==> config.mk <==
export PLATFORM = sky130hd
export DESIGN_NAME = my_sys_mem_pattern_tester_flat
export DESIGN_NICKNAME = d
export VERILOG_FILES = /design/src/rtl/my_sys_mem_pattern_tester_if.sv /design/src/rtl/my_sys_mem_pattern_tester.sv /design/src/flat_wrapper.sv
export SDC_FILE = /design/constraint.sdc
export NUM_CORES = 1
export LEC_CHECK = 0
export CAP_MARGIN = 20
export CORE_ASPECT_RATIO = 1.75
export CORE_UTILIZATION = 46
export CTS_BUF_LIST = sky130_fd_sc_hd__clkbuf_8
export CTS_CLUSTER_DIAMETER = 40
export DETAILED_ROUTE_END_ITERATION = 8
export PLACE_DENSITY = 0.71
export SLEW_MARGIN = 5
export SYNTH_ARGS = -nofsm -noshare
export SYNTH_HDL_FRONTEND = slang
export SYNTH_SLANG_ARGS = --single-unit
export TNS_END_PERCENT = 20
==> constraint.sdc <==
create_clock -name clk -period 6.2 [get_ports clk]
set_input_delay 0.62 -clock clk [delete_from_list [all_inputs] [get_ports clk]]
set_output_delay 0.62 -clock clk [all_outputs]
set_load 0.01 [all_outputs]
==> src/rtl/my_sys_mem_pattern_tester_if.sv <==
// Avalon-MM bus between the pattern tester (master) and on-chip memory port s1 (slave).
interface my_sys_mem_pattern_tester_if #(
    parameter int ADDR_W = 10
);
    logic [ADDR_W-1:0] address;
    logic              clken;
    logic              chipselect;
    logic              write;
    logic [15:0]       writedata;
    logic [1:0]        byteenable;
    logic [15:0]       readdata;

    modport master (
        output address, clken, chipselect, write, writedata, byteenable,
        input  readdata
    );

    modport slave (
        input  address, clken, chipselect, write, writedata, byteenable,
        output readdata
    );
endinterface

==> src/rtl/my_sys_mem_pattern_tester.sv <==
// Memory pattern self-test: fills an address window with an LFSR sequence,
// reads it back through a fixed-latency port and reports pass/fail, the
// number of mismatching words and the first failing address.
module my_sys_mem_pattern_tester #(
    parameter int          ADDR_W = 10,
    parameter int          RD_LAT = 1,
    parameter logic [15:0] SEED   = 16'hACE1
) (
    input  logic                       clk,
    input  logic                       reset_n,
    input  logic                       start,
    input  logic                       abort,
    input  logic [ADDR_W-1:0]          start_addr,
    input  logic [ADDR_W-1:0]          end_addr,
    output logic                       busy,
    output logic                       done,
    output logic                       pass,
    output logic [ADDR_W:0]            err_count,
    output logic [ADDR_W-1:0]          first_err_addr,
    my_sys_mem_pattern_tester_if.master mem
);

    localparam logic [1:0] ST_IDLE  = 2'd0;
    localparam logic [1:0] ST_WRITE = 2'd1;
    localparam logic [1:0] ST_READ  = 2'd2;
    localparam logic [1:0] ST_DRAIN = 2'd3;

    logic [1:0]        state;
    logic [ADDR_W-1:0] addr;
    logic [ADDR_W-1:0] base;
    logic [ADDR_W-1:0] span;
    logic [ADDR_W-1:0] cnt;
    logic [15:0]       lfsr;

    // Read-compare line: entry k describes the read issued k+1 edges ago.
    logic              line_v [RD_LAT];
    logic [ADDR_W-1:0] line_a [RD_LAT];
    logic [15:0]       line_e [RD_LAT];

    logic              go;
    logic              stop;
    logic              last;
    logic              finish;
    logic              mismatch;
    logic [ADDR_W:0]   err_next;

    function automatic logic [15:0] lfsr_next(input logic [15:0] s);
        return s[0] ? ((s >> 1) ^ 16'hB400) : (s >> 1);
    endfunction

    // Control decode and the error count including this edge's compare.
    always_comb begin
        go       = (state == ST_IDLE) && start;
        stop     = (state != ST_IDLE) && abort;
        last     = (cnt == '0);
        finish   = (state == ST_DRAIN) && last;
        mismatch = line_v[RD_LAT-1] && (mem.readdata != line_e[RD_LAT-1]);
        err_next = err_count;
        if (mismatch && (err_count != '1)) begin
            err_next = err_count + 1'b1;
        end
    end

    // Sequencer: cnt holds words remaining after the current one, then drain cycles left.
    always_ff @(posedge clk or negedge reset_n) begin
        if (!reset_n) begin
            state <= ST_IDLE;
            addr  <= '0;
            base  <= '0;
            span  <= '0;
            cnt   <= '0;
            lfsr  <= SEED;
        end else if (stop) begin
            state <= ST_IDLE;
        end else begin
            case (state)
                ST_IDLE: begin
                    if (start) begin
                        state <= ST_WRITE;
                        addr  <= start_addr;
                        base  <= start_addr;
                        span  <= end_addr - start_addr;
                        cnt   <= end_addr - start_addr;
                        lfsr  <= SEED;
                    end
                end
                ST_WRITE: begin
                    if (last) begin
                        state <= ST_READ;
                        addr  <= base;
                        cnt   <= span;
                        lfsr  <= SEED;
                    end else begin
                        addr <= addr + 1'b1;
                        cnt  <= cnt - 1'b1;
                        lfsr <= lfsr_next(lfsr);
                    end
                end
                ST_READ: begin
                    if (last) begin
                        state <= ST_DRAIN;
                        cnt   <= ADDR_W'(RD_LAT - 1);
                    end else begin
                        addr <= addr + 1'b1;
                        cnt  <= cnt - 1'b1;
                        lfsr <= lfsr_next(lfsr);
                    end
                end
                ST_DRAIN: begin
                    if (last) begin
                        state <= ST_IDLE;
                    end else begin
                        cnt <= cnt - 1'b1;
                    end
                end
                default: state <= ST_IDLE;
            endcase
        end
    end

    // Shift issued reads toward the compare point; abort empties the line.
    always_ff @(posedge clk or negedge reset_n) begin
        if (!reset_n) begin
            for (int unsigned i = 0; i < RD_LAT; i++) begin
                line_v[i] <= 1'b0;
                line_a[i] <= '0;
                line_e[i] <= '0;
            end
        end else begin
            line_v[0] <= (state == ST_READ) && !stop;
            line_a[0] <= addr;
            line_e[0] <= lfsr;
            for (int unsigned i = 1; i < RD_LAT; i++) begin
                line_v[i] <= line_v[i-1] && !stop;
                line_a[i] <= line_a[i-1];
                line_e[i] <= line_e[i-1];
            end
        end
    end

    // Result bookkeeping: clear on start, accumulate mismatches, publish on completion.
    always_ff @(posedge clk or negedge reset_n) begin
        if (!reset_n) begin
            err_count      <= '0;
            first_err_addr <= '0;
            pass           <= 1'b0;
            done           <= 1'b0;
        end else begin
            done <= 1'b0;
            if (go) begin
                err_count      <= '0;
                first_err_addr <= '0;
                pass           <= 1'b0;
            end else if (stop) begin
                pass <= 1'b0;
            end else begin
                if (mismatch) begin
                    err_count <= err_next;
                    if (err_count == '0) begin
                        first_err_addr <= line_a[RD_LAT-1];
                    end
                end
                if (finish) begin
                    done <= 1'b1;
                    pass <= (err_next == '0);
                end
            end
        end
    end

    // Bus drive; every output is zero while idle or in reset except the held address.
    always_comb begin
        busy           = (state != ST_IDLE);
        mem.clken      = busy;
        mem.chipselect = (state == ST_WRITE) || (state == ST_READ);
        mem.write      = (state == ST_WRITE);
        mem.address    = addr;
        mem.writedata  = mem.write ? lfsr : '0;
        mem.byteenable = mem.chipselect ? 2'b11 : 2'b00;
    end

endmodule

==> src/flat_wrapper.sv <==
// flat-port wrapper written by rule: the top's interface ports become plain ports
module my_sys_mem_pattern_tester_flat 
#(
    parameter int          ADDR_W = 10,
    parameter int          RD_LAT = 1,
    parameter logic [15:0] SEED   = 16'hACE1
)
  (clk, reset_n, start, abort, start_addr, end_addr, busy, done, pass, err_count, first_err_addr, mem_address, mem_clken, mem_chipselect, mem_write, mem_writedata, mem_byteenable, mem_readdata);
  my_sys_mem_pattern_tester_if #(.ADDR_W(ADDR_W)) mem_i ();
  input  logic clk;
  input  logic reset_n;
  input  logic start;
  input  logic abort;
  input  logic [ADDR_W-1:0] start_addr;
  input  logic [ADDR_W-1:0] end_addr;
  output logic busy;
  output logic done;
  output logic pass;
  output logic [ADDR_W:0] err_count;
  output logic [ADDR_W-1:0] first_err_addr;
  output wire logic [$bits(mem_i.address)-1:0] mem_address;
  output wire logic [$bits(mem_i.clken)-1:0] mem_clken;
  output wire logic [$bits(mem_i.chipselect)-1:0] mem_chipselect;
  output wire logic [$bits(mem_i.write)-1:0] mem_write;
  output wire logic [$bits(mem_i.writedata)-1:0] mem_writedata;
  output wire logic [$bits(mem_i.byteenable)-1:0] mem_byteenable;
  input wire logic [$bits(mem_i.readdata)-1:0] mem_readdata;
  assign mem_address = mem_i.address;
  assign mem_clken = mem_i.clken;
  assign mem_chipselect = mem_i.chipselect;
  assign mem_write = mem_i.write;
  assign mem_writedata = mem_i.writedata;
  assign mem_byteenable = mem_i.byteenable;
  assign mem_i.readdata = mem_readdata;
  my_sys_mem_pattern_tester #(.ADDR_W(ADDR_W), .RD_LAT(RD_LAT), .SEED(SEED)) u_core (.clk(clk), .reset_n(reset_n), .start(start), .abort(abort), .start_addr(start_addr), .end_addr(end_addr), .busy(busy), .done(done), .pass(pass), .err_count(err_count), .first_err_addr(first_err_addr), .mem(mem_i));
endmodule
==> reports/qor.txt <==
GP Congestion: 0.928
worst path arrival time: 3550 ps
Tmin final: 3270 ps
IO buf count: 94
Critical-path top delay cell: nand4_1
Final Util: 0.580
Post-CTS Setup Bufs: 0
DR iter-0 viols: 228
Power per Cell Area: 446 nW/µm²
Syn-to-layout area delta: 22.3%
clk sinks: 108
syn_area_per_cell: 9.55 µm²
vias in the first global route: 4,643
CP startpoint kind: register
via count: 4,605
Yosys top cell area share: 0.440
Yosys top cell by area: dfrtp_1
VDD IR-drop max: 0.223 mV
filler cell count: 1,043
global-route wire length before repair: 22,300 µm
Setup violations, final: 0
RSZ-0062 raised after global routing: false
Synth Area in Compound Gates: 0.146
Initial Util: 0.474
Setup Skew: 17.2 ps
total power: 3100 µW
top_reg_cell synth: dfrtp_1
adder-cell area share of the yosys netlist: 0.0431
Fin. Hold Viols: 0
die height: 149 µm
Final ANT Viol Nets: 0
Clock Latency Late Sink: 390 ps
number of synthesized flops with an enable pin: 0
Worst Setup End Kind: register
Max FO, Critical Path: 24
worst rel slew slack: 0.331
simple-gate area share of the yosys netlist: 0.192
Syn Nets: 655
async set-reset flop share out of synthesis: 1.00
commonest non-fill, non-tap cell in the layout: dfrtp_1
die area: 12,800 µm²
number of synthesized register bits: 108
Layout Nets: 732
Max H-tree Level: 3
Max-Cap Viols: 0
synth top area cells: dfrtp_1 (44%), nand2_1 (5.1%), xnor2_1 (4.6%)
slowest stage delay, CP: 700 ps
drt total wl: 13,400 µm
Post-Synth XOR/XNOR Area: 0.0769
most frequent cells in the layout: dfrtp_1 (100), clkdlybuf4s50_1 (93), nand2_1 (78)
CP dominant cell by count: inv_1
CTS resizes: 0
critical path, cell by cell: inv_1, ha_1, inv_1, a21oi_1, nand4_1, mux2i_1, nor2_1
Cell Rows: 53
Synth cell types: 55
GR Util All Layers: 0.224
gr ovfl total: 0
layout cells sized above 1: 0.0678
Crit Path Class: reg -> reg
CTS tree: built
Synth Instances: 596
yosys warns: 0
largest family of logic cells by synthesized area: simple AND/OR/NAND/NOR gates
vias per inst: 5.46
CTS Buf Count: 9
antenna violations before repair: 0
I/O pins: 95
cell leakage power: 0.00315 µW
fmax: 305 MHz
CTS Hold Buffers Added: 0
total core area: 12,000 µm²
pin count of the biggest net entering global routing: 85
worst slew pin tran: 997 ps
outcome: completed
Max Transition Viols Final: 0
DP HPWL: 9970 µm
Pre-antenna DRT Iters: 4
wire length per cell: 15.9 µm
sequential element share of the synthesized area: 0.476
root buffer cell: clkbuf_8
Min-Delay Path Class: in -> async
Die Width: 86.1 µm
setup TNS: 0 ps
DRC Markers: 0
Tcrit/Tclk final: 0.528
Clock Pin Slew Worst Setup and Hold Paths: 120 ps
clk buf depth: 2
cell area after synthesis: 5690 µm²
n_diodes: 0
CP required: 6470 ps
multiplexer share of the synthesized area: 0.0231
[stage by stage]
step / cells / setup slack (ps) / instance area (µm²) / hold slack (ps)
floorplan: 596 / 3890 / 5690 / 324
global placement: 825 / 3030 / 6710 / 407
detailed placement: 825 / 2890 / 6710 / 411
CTS: 841 / 2930 / 6910 / 109
global route: 843 / 2670 / 6960 / 122
finish: 843 / 2930 / 6960 / 109
[Yosys cell counts (all sizes together) (10+ instances only)]
| cell type | count |
|---|---|
| inv | 23 |
| nand2 | 79 |
| xnor2 | 30 |
| mux2i | 12 |
| a22oi | 11 |
| and2 | 25 |
| dfrtp | 100 |
| buf | 15 |
| nand4 | 11 |
| a21o | 10 |
| nor2 | 57 |
| a211oi | 14 |
| xor2 | 20 |
| a21oi | 19 |
| o21ai | 38 |
| ha | 18 |
| nand3 | 19 |
| clkbuf | 18 |
[worst paths after layout]
check | from | endpoint | slack [ps] | cells after the start
worst max-delay path | u_core.state[0]$_DFFE_PN0P_ | u_core.first_err_addr[8]$_DFFE_PN0P_ | 2930 | 7
worst min-delay path | reset_n | u_core.err_count[2]$_DFFE_PN0P_ | 110 | 1
worst max register to register | u_core.state[0]$_DFFE_PN0P_ | u_core.first_err_addr[8]$_DFFE_PN0P_ | 2930 | 7
worst min register to register | u_core.lfsr[10]$_DFFE_PN1P_ | u_core.line_e[10]$_DFF_PN0_ | 430 | 0
max in group asynchronous | reset_n | u_core.lfsr[5]$_DFFE_PN1P_ | 5120 | 3
min in group clk | u_core.lfsr[10]$_DFFE_PN1P_ | u_core.line_e[10]$_DFF_PN0_ | 430 | 0
[cells by family after synthesis]
| logic type | after synthesis |
|---|---|
| multiplexers | 13 |
| XOR/XNOR | 50 |
| adder cells (fa/ha/maj) | 19 |
| buffers and inverters | 56 |
| AND/OR/NAND/NOR | 227 |
| flip-flops | 108 |
| AO/OA/AOI/OAI | 123 |
[layout make-up]
class | instances | area [µm²] | share of cell area
multi-input cells | 432 | 2740 | 0.393
flip-flops and latches | 108 | 2710 | 0.390
repair buffers | 99 | 1020 | 0.146
well taps | 165 | 206 | 0.0296
clock buffers | 10 | 138 | 0.0198
inverters | 23 | 86.3 | 0.0124
clock inverters | 6 | 65.1 | 0.00934
[state kept, by name, indices dropped and copies added, names as in the netlist]
| signal | count |
|---|---|
| u_core.lfsr | 16 |
| u_core.line_e | 16 |
| u_core.err_count | 11 |
| u_core.base | 10 |
| u_core.cnt | 10 |
| u_core.first_err_addr | 10 |
| u_core.line_a | 10 |
| u_core.mem.address | 10 |
| u_core.span | 10 |
| u_core.state | 2 |
| u_core.done | 1 |
| u_core.line_v | 1 |
| u_core.pass | 1 |
[worst max-delay path: cells and delay by family, from the launching register on]
kind / cells / cell delay (ps)
compound gates: 1 / 500
fa+ha+maj: 1 / 680
buf+inv: 2 / 400
simple gates: 2 / 770
flops: 1 / 430
mux: 1 / 370
[report_power, final]
part	internal (µW)	total [µW]	switching [µW]
clock network	171	439	269
registers	988	1210	222
logic	658	1450	797
[layer usage]
layer  vias up  track usage  wire length (µm)
met3        38       0.0382               525
met5         -            0                 0
met1      2205        0.250              5110
met4         0        0.103               472
li1       2222            -                 -
met2       140        0.408              7310
(Power assumes the default switching activity.)
